$ cat config.mk
export PLATFORM = sky130hd
export DESIGN_NAME = absorb_mem_sequencer
export DESIGN_NICKNAME = d
export VERILOG_FILES = /design/src/rtl/absorb_mem_sequencer.sv
export SDC_FILE = /design/constraint.sdc
export NUM_CORES = 1
export LEC_CHECK = 0
export BUFFER_PORTS_ARGS = -buffer_cell sky130_fd_sc_hd__buf_2
export CORE_AREA = 2 2 140 142
export DETAILED_ROUTE_END_ITERATION = 7
export DIE_AREA = 0 0 142 144
export PLACE_DENSITY = 0.58
export SYNTH_ARGS = -nofsm -noshare
export SYNTH_HDL_FRONTEND = slang
export SYNTH_SLANG_ARGS = --single-unit
$ cat constraint.sdc
create_clock -name clk_i -period 2.15 [get_ports clk_i]
set_clock_uncertainty 0.15 [all_clocks]
set_input_delay 0.1075 -clock clk_i [delete_from_list [all_inputs] [get_ports clk_i]]
set_output_delay 0.1075 -clock clk_i [all_outputs]
set_load 0.03 [all_outputs]
$ cat src/rtl/absorb_mem_sequencer.sv
// Single owner of the absorption-matrix memory: zero-fill sweep, calculator
// read-modify-write passthrough, and host readout as 32-bit halves.
module absorb_mem_sequencer #(
  parameter int ADDR_WIDTH = 16,
  parameter int WORD_WIDTH = 64
) (
  input  logic                  clk_i,
  input  logic                  reset_i,
  input  logic                  start_clear_i,
  input  logic                  calc_done_i,
  input  logic [ADDR_WIDTH-1:0] calc_rdaddress_i,
  input  logic [ADDR_WIDTH-1:0] calc_wraddress_i,
  input  logic [WORD_WIDTH-1:0] calc_data_i,
  input  logic                  calc_wren_i,
  output logic [WORD_WIDTH-1:0] calc_q_o,
  output logic                  calc_reset_o,
  input  logic                  host_inc_i,
  output logic [31:0]           host_result_o,
  output logic                  host_valid_o,
  output logic                  readout_done_o,
  output logic                  busy_o,
  output logic [ADDR_WIDTH-1:0] mem_rdaddress_o,
  output logic [ADDR_WIDTH-1:0] mem_wraddress_o,
  output logic [WORD_WIDTH-1:0] mem_data_o,
  output logic                  mem_wren_o,
  input  logic [WORD_WIDTH-1:0] mem_q_i
);

  typedef enum logic [2:0] {
    IDLE,
    CLEAR,
    CALC,
    READ_WAIT,
    READOUT,
    FINISHED
  } state_t;

  localparam logic [ADDR_WIDTH-1:0] AddrLast = '1;

  state_t                state_q, state_d;
  logic [ADDR_WIDTH-1:0] wr_cnt_q, wr_cnt_d;
  logic [ADDR_WIDTH-1:0] rd_cnt_q, rd_cnt_d;
  logic                  toggle_q, toggle_d;

  always_ff @(posedge clk_i) begin
    if (reset_i) begin
      state_q  <= IDLE;
      wr_cnt_q <= '0;
      rd_cnt_q <= '0;
      toggle_q <= 1'b0;
    end else begin
      state_q  <= state_d;
      wr_cnt_q <= wr_cnt_d;
      rd_cnt_q <= rd_cnt_d;
      toggle_q <= toggle_d;
    end
  end

  always_comb begin
    state_d  = state_q;
    wr_cnt_d = wr_cnt_q;
    rd_cnt_d = rd_cnt_q;
    toggle_d = toggle_q;

    mem_rdaddress_o = '0;
    mem_wraddress_o = '0;
    mem_data_o      = '0;
    mem_wren_o      = 1'b0;
    calc_reset_o    = 1'b1;
    busy_o          = 1'b0;
    host_valid_o    = 1'b0;
    host_result_o   = '0;
    readout_done_o  = 1'b0;

    unique case (state_q)
      IDLE: begin
        if (start_clear_i) begin
          state_d  = CLEAR;
          wr_cnt_d = '0;
        end
      end

      CLEAR: begin
        busy_o          = 1'b1;
        mem_wraddress_o = wr_cnt_q;
        mem_wren_o      = 1'b1;
        wr_cnt_d        = wr_cnt_q + 1'b1;
        if (wr_cnt_q == AddrLast) begin
          state_d = CALC;
        end
      end

      CALC: begin
        busy_o          = 1'b1;
        calc_reset_o    = 1'b0;
        mem_rdaddress_o = calc_rdaddress_i;
        mem_wraddress_o = calc_wraddress_i;
        mem_data_o      = calc_data_i;
        // A write arriving alongside calc_done is dropped so the readout sees a settled matrix.
        mem_wren_o      = calc_wren_i & ~calc_done_i;
        if (calc_done_i) begin
          state_d  = READ_WAIT;
          rd_cnt_d = '0;
          toggle_d = 1'b0;
        end
      end

      READ_WAIT: begin
        busy_o          = 1'b1;
        calc_reset_o    = 1'b0;
        mem_rdaddress_o = rd_cnt_q;
        state_d         = READOUT;
      end

      READOUT: begin
        busy_o          = 1'b1;
        calc_reset_o    = 1'b0;
        mem_rdaddress_o = rd_cnt_q;
        host_valid_o    = 1'b1;
        host_result_o   = toggle_q ? mem_q_i[31:0] : mem_q_i[63:32];
        if (host_inc_i) begin
          toggle_d = ~toggle_q;
          if (toggle_q) begin
            if (rd_cnt_q == AddrLast) begin
              state_d = FINISHED;
            end else begin
              rd_cnt_d = rd_cnt_q + 1'b1;
              state_d  = READ_WAIT;
            end
          end
        end
      end

      FINISHED: begin
        readout_done_o = 1'b1;
        if (start_clear_i) begin
          state_d  = CLEAR;
          wr_cnt_d = '0;
        end
      end

      default: begin
        state_d = IDLE;
      end
    endcase
  end

  assign calc_q_o = mem_q_i;

endmodule

After elaboration in Yosys (flattened, before gate mapping)
Index checks and enable logic that the tools add are counted.
{ "totals": {"ff_bits": 36, "input_bits": 166, "out_inout_bits": 197} }
{ "classes": {"addsub": 2, "eq_ne": 13, "muxes": 27, "bitwise_logic": 3, "n_reduce_logical": 11} }
{ "ops": {"columns": ["cell", "n"], "rows": [
  ["$pmux W16 S2", 4],
  ["$mux W16", 5],
  ["$mux W32", 2],
  ["$mux W64", 1],
  ["$add A16 B1 Y16 const B", 2],
  ["$eq A16 B16 Y1 const B", 2],
  ["$mux W3", 6],
  ["$pmux W3 S5", 1],
  ["$ne A2 B2 Y1 const B", 5],
  ["$reduce_and A5 Y1", 2],
  ["$eq A3 B2 Y1 const B", 2],
  ["$eq A3 B3 Y1 const B", 2],
  ["$mux W1", 6],
  ["$pmux W1 S2", 2],
  ["$reduce_bool A2 Y1", 2],
  ["$reduce_or A2 Y1", 2],
  ["$reduce_or A4 Y1", 1],
  ["$eq A3 B1 Y1 const B", 1],
  ["$logic_not A3 Y1", 1],
  ["$reduce_and A3 Y1", 1],
  ["$reduce_or A3 Y1", 1],
  ["$ne A2 B1 Y1 const B", 1],
  ["$not A1 Y1", 2],
  ["$reduce_and A2 Y1", 1],
  ["$and A1 B1 Y1", 1]
]} }

Longest topological paths before layout
{ "logic_depth": {"depth_word": 5, "mapped_depth": 8, "ltp_nobuf": 6} }

Worst setup path before layout
OpenSTA, ideal clock, no wires.
{ "synth_timing": {"path_kind": "register -> register", "start": "register rd_cnt_q[0]", "end": "register rd_cnt_q[10]", "arrival_time_ns": 1.828, "t_required_ns": 1.883, "slack_ns": 0.055, "stages_incl_launch_ff": 8, "period_less_slack_ns": 2.095, "cell_sequence": "dfxtp_1 > ha_1 > nand4_1 > or4_1 > buf_2 > a21boi_4 > nor2_1 > o22a_1"} }
{ "synth_between": {"elab_chain_cells": 5, "elab_cells_between_ends": 8, "cone_classes": "add/sub (1); eq/ne (2); mux (4); reduce/logical (1)"} }
{ "synth_lines": {"columns": ["item", "line_no", "text"], "rows": [
  ["start, declared", "42", "logic [ADDR_WIDTH-1:0] rd_cnt_q, rd_cnt_d;"],
  ["start signal, assigned", "54", "rd_cnt_q <= rd_cnt_d;"],
  ["$add A16 B1 Y16", "127", "rd_cnt_d = rd_cnt_q + 1'b1;"],
  ["$mux W16", "124", "if (rd_cnt_q == AddrLast) begin"],
  ["$mux W16", "123", "if (toggle_q) begin"],
  ["$mux W16", "121", "if (host_inc_i) begin"],
  ["$pmux W16 S2", "75", "unique case (state_q)"]
]} }
Several ways; a longest one is shown, not always the timed one. The select of a mux whose other input is x is not followed.
A chain may end at the register's enable or synchronous reset.

Final worst setup path
{ "layout_timing": {"start": "register state_q[0]", "end": "output mem_data_o[9]"} }
{ "layout_between": {"elab_chain_cells": 2} }
{ "layout_lines": {"columns": ["item", "line_no", "text"], "rows": [
  ["start, declared", "40", "state_t state_q, state_d;"],
  ["start signal, assigned", "52", "state_q <= state_d;"],
  ["$eq A3 B2 Y1", "75", null],
  ["$mux W64", "75", null],
  ["end, declared", "24", "output logic [WORD_WIDTH-1:0] mem_data_o,"]
]} }
No other way between the ends.

==> results.py <==
metrics = {
    "outcome": {
        "status": "finished clean",
    },
    "logic_synthesis": {
        "ys_top_cells_by_area": "dfxtp_1 (20%), buf_4 (13%), and3_1 (11%), mux2i_1 (8.7%), a22o_1 (7.6%)",
        "synth-edff-count": 0,
        "synth-simple-area-share_pct": 30.79,
        "synth_nets": 665,
        "syn_area_mm2": 0.003677,
        "synthAdderAreaFrac_pct": 0.6805,
        "synth_xor_area_share_pct": 2.858,
        "ys_ff_latch": 36,
        "synth_common_cells": "and3_1 (65), buf_4 (65), nor2_1 (62)",
        "yosys_warnings": 0,
        "synth_top_area_share_pct": 19.60,
        "synth_cell_types": 52,
        "synthMuxAreaShare_pct": 8.710,
        "synthArstFlopShare_pct": 0,
        "synth_compound_area_share_pct": 18.65,
        "seq_area_frac_synth_pct": 19.60,
        "avgSynthCellArea_um2": 7.399,
        "synth_top_family_by_area": "simple AND/OR/NAND/NOR gates",
        "synth_cells": 497,
        "synthFlopType": "dfxtp_1",
        "yosysTopAreaCell": "dfxtp_1",
    },
    "timing": {
        "hold_viol_final": 0,
        "rsz0062_at_grt": "no",
        "period_share_pct": 95.84,
        "setup_slack_ns": 0.08935,
        "tightest_slew_ns": 0.5829,
        "finalSetupViolations": 0,
        "max_freq_mhz": 485.3,
        "slew_headroom_pct": 61.14,
        "setup_tns_ns": 0,
        "slew_viol_final": 0,
        "period_needed_ns": 2.061,
    },
    "placed_design": {
        "gp_congestion": 0.8127,
        "place_hpwl_mm": 15.35,
        "pre_cts_slack_ns": -0.002657,
        "io_buffers": 362,
    },
    "worst_setup_path": {
        "end_kind": "primary output",
        "rrSetupSlack_ns": 0.10,
        "reg2reg_depth": 6,
        "startpoint": "state_q[0]",
        "crit_end": "mem_data_o[9]",
        "r2r-end": "rd_cnt_q[8]",
        "arrival_ns": 1.80,
        "timing.rr.start": "state_q[0]",
        "path_max_fanout": 64,
        "worst-setup-path-type": "reg -> out",
        "required_ns": 1.89,
        "cp-start-kind": "register",
    },
    "detailed_routing": {
        "dr.pass1.iters": 6,
        "vias": 4818,
        "wl_per_cell_um": 17.77,
        "drtAntennaViolNets": 0,
        "viasPerCell": 4.637,
        "route.detailed.drc": 0,
        "finalWirelength_mm": 18.46,
        "drt-initial-drc-count": 301,
    },
    "finish": {
        "multi_input_area_mm2": 0.002300,
        "drive_gt1_share_pct": 53.14,
        "final_nets": 963,
        "seq_area_um2": 723.2,
        "area_growth_pct": 53.35,
        "fill_cells": 2044,
    },
    "grt": {
        "grt_max_degree": 70,
        "grt-ovfl-total": 0,
        "antenna_found_initial": 23,
        "grt_pass1_vias": 4105,
        "grt_pass1_wl_mm": 25.04,
        "track_usage_pct": 16.35,
    },
    "clocking": {
        "clock_latency_ns": 0.28,
        "cts_made_buffers": 5,
        "clk_pin_slew_worst_paths_ns": 0.06,
        "cts_tree": "done",
        "cts-root-buf": "clkbuf_16",
        "clockBufferDepth": 2,
        "hold_buffers": 0,
        "htreeDepth": 2,
        "cts.sinks": 36,
    },
    "pwr": {
        "ir_drop_v": 0.0002874,
        "p_total_mw": 1.929,
        "p_leak_nw": 3.126,
        "p_per_area_mw_per_mm2": 342.1,
    },
    "floorplan": {
        "start_util_pct": 19.27,
        "core_area_mm2": 0.01908,
        "die-area_mm2": 0.02045,
        "io_pins": 363,
        "rows": 51,
        "die_y_um": 144,
        "fp.dieW_um": 142,
    },
    "min_path": {
        "hp-class": "in -> reg",
    },
    "run": {
        "maxCapViolations": 0,
    },
}
==> cell families (layout without fill, tap and decap cells) <==
kind of cell / after synthesis / count (layout)
XOR/XNOR: 12 / 12
AND/OR/NAND/NOR: 209 / 209
AO/OA/AOI/OAI: 92 / 92
multiplexers: 32 / 32
adder cells (fa/ha/maj): 2 / 2
other: 0 / 5
buffers and inverters: 114 / 413
flip-flops: 36 / 36
==> sequential cells by signal, summed over array words and instances, names as in the netlist <==
register	flops
toggle_q	1
wr_cnt_q	16
state_q	3
rd_cnt_q	16
==> power breakdown <==
group / switching, mW / internal [mW] / total, mW
clock network: 0.298 / 0.462 / 0.760
logic: 0.304 / 0.190 / 0.494
registers: 0.00437 / 0.671 / 0.675
==> layout by cell type, fill, tap and decap left out, types with 3 or more instances in the layout <==
| cell type | instances |
|---|---|
| nand2_1 | 17 |
| dfxtp_1 | 34 |
| and3_1 | 65 |
| buf_6 | 3 |
| o31ai_1 | 9 |
| a22o_1 | 32 |
| buf_2 | 359 |
| inv_1 | 6 |
| nand3_1 | 14 |
| or4_1 | 4 |
| nor2_1 | 60 |
| clkbuf_16 | 5 |
| o21ai_0 | 14 |
| diode_2 | 5 |
| xnor2_1 | 11 |
| nor2b_1 | 3 |
| and2_1 | 4 |
| nand2b_1 | 3 |
| a31oi_1 | 4 |
| nand4b_1 | 3 |
| a21oi_1 | 15 |
| mux2i_1 | 32 |
| nand4_1 | 7 |
| nor4_1 | 7 |
| nor3_1 | 7 |
| buf_4 | 34 |
==> worst max-delay path, stage by stage, from the launching register on <==
cell and delay (ns):
dfxtp_1 0.36, buf_4 0.20, nor2_4 0.18, buf_12 0.24
and3_1 0.29, buf_2 0.23
==> timing repair <==
item,4_1_cts,5_1_grt
setup endpoints to repair,38,59
setup buffers,2,0
pin swaps,1,3
gates cloned,1,0
resized for setup,7,9
==> routing by layer <==
metal	GRT usage (%)	share of wire, %	wire, µm
met1	22.07	44	8204
met2	24.51	44	8149
met3	6.954	10	1907
met4	2.842	0.60	110
met5	0	0.47	86
==> how the worst min path moves through the flow <==
| stage | endpoint | cells past startpoint | from |
|---|---|---|---|
| 3_3_place_gp | state_q[0] | 3 | calc_done_i |
| 3_5_place_dp | state_q[0] | 3 | calc_done_i |
| 2_1_floorplan | state_q[0] | 1 | reset_i |
| 5_1_grt | state_q[0] | 3 | calc_done_i |
| 6_report | toggle_q | 3 | host_inc_i |
| 4_1_cts | state_q[0] | 3 | calc_done_i |
==> stage by stage <==
| step | util [%] | hold slack [ns] | cell area (µm²) | cells |
|---|---|---|---|---|
| after floorplan | - | 0.04056 | 3677 | 497 |
| after global placement | 28.36 | 0.3154 | 5411 | 1024 |
| after detailed placement | 28.36 | 0.3069 | 5411 | 1024 |
| after CTS | 29.32 | 0.01917 | 5594 | 1034 |
| after global routing | 29.52 | 0.05723 | 5632 | 1036 |
| final | 29.56 | 0.04272 | 5639 | 1039 |
==> final cells by class <==
type,instances,area share [%]
inverters,6,0.3994
diodes,5,0.2219
well taps,238,5.281
clock buffers,7,2.529
multi-input cells,347,40.78
flip-flops and latches,36,12.82
repair buffers,399,37.83
clock inverters,1,0.1331
Power figures use the tool's default switching activity.
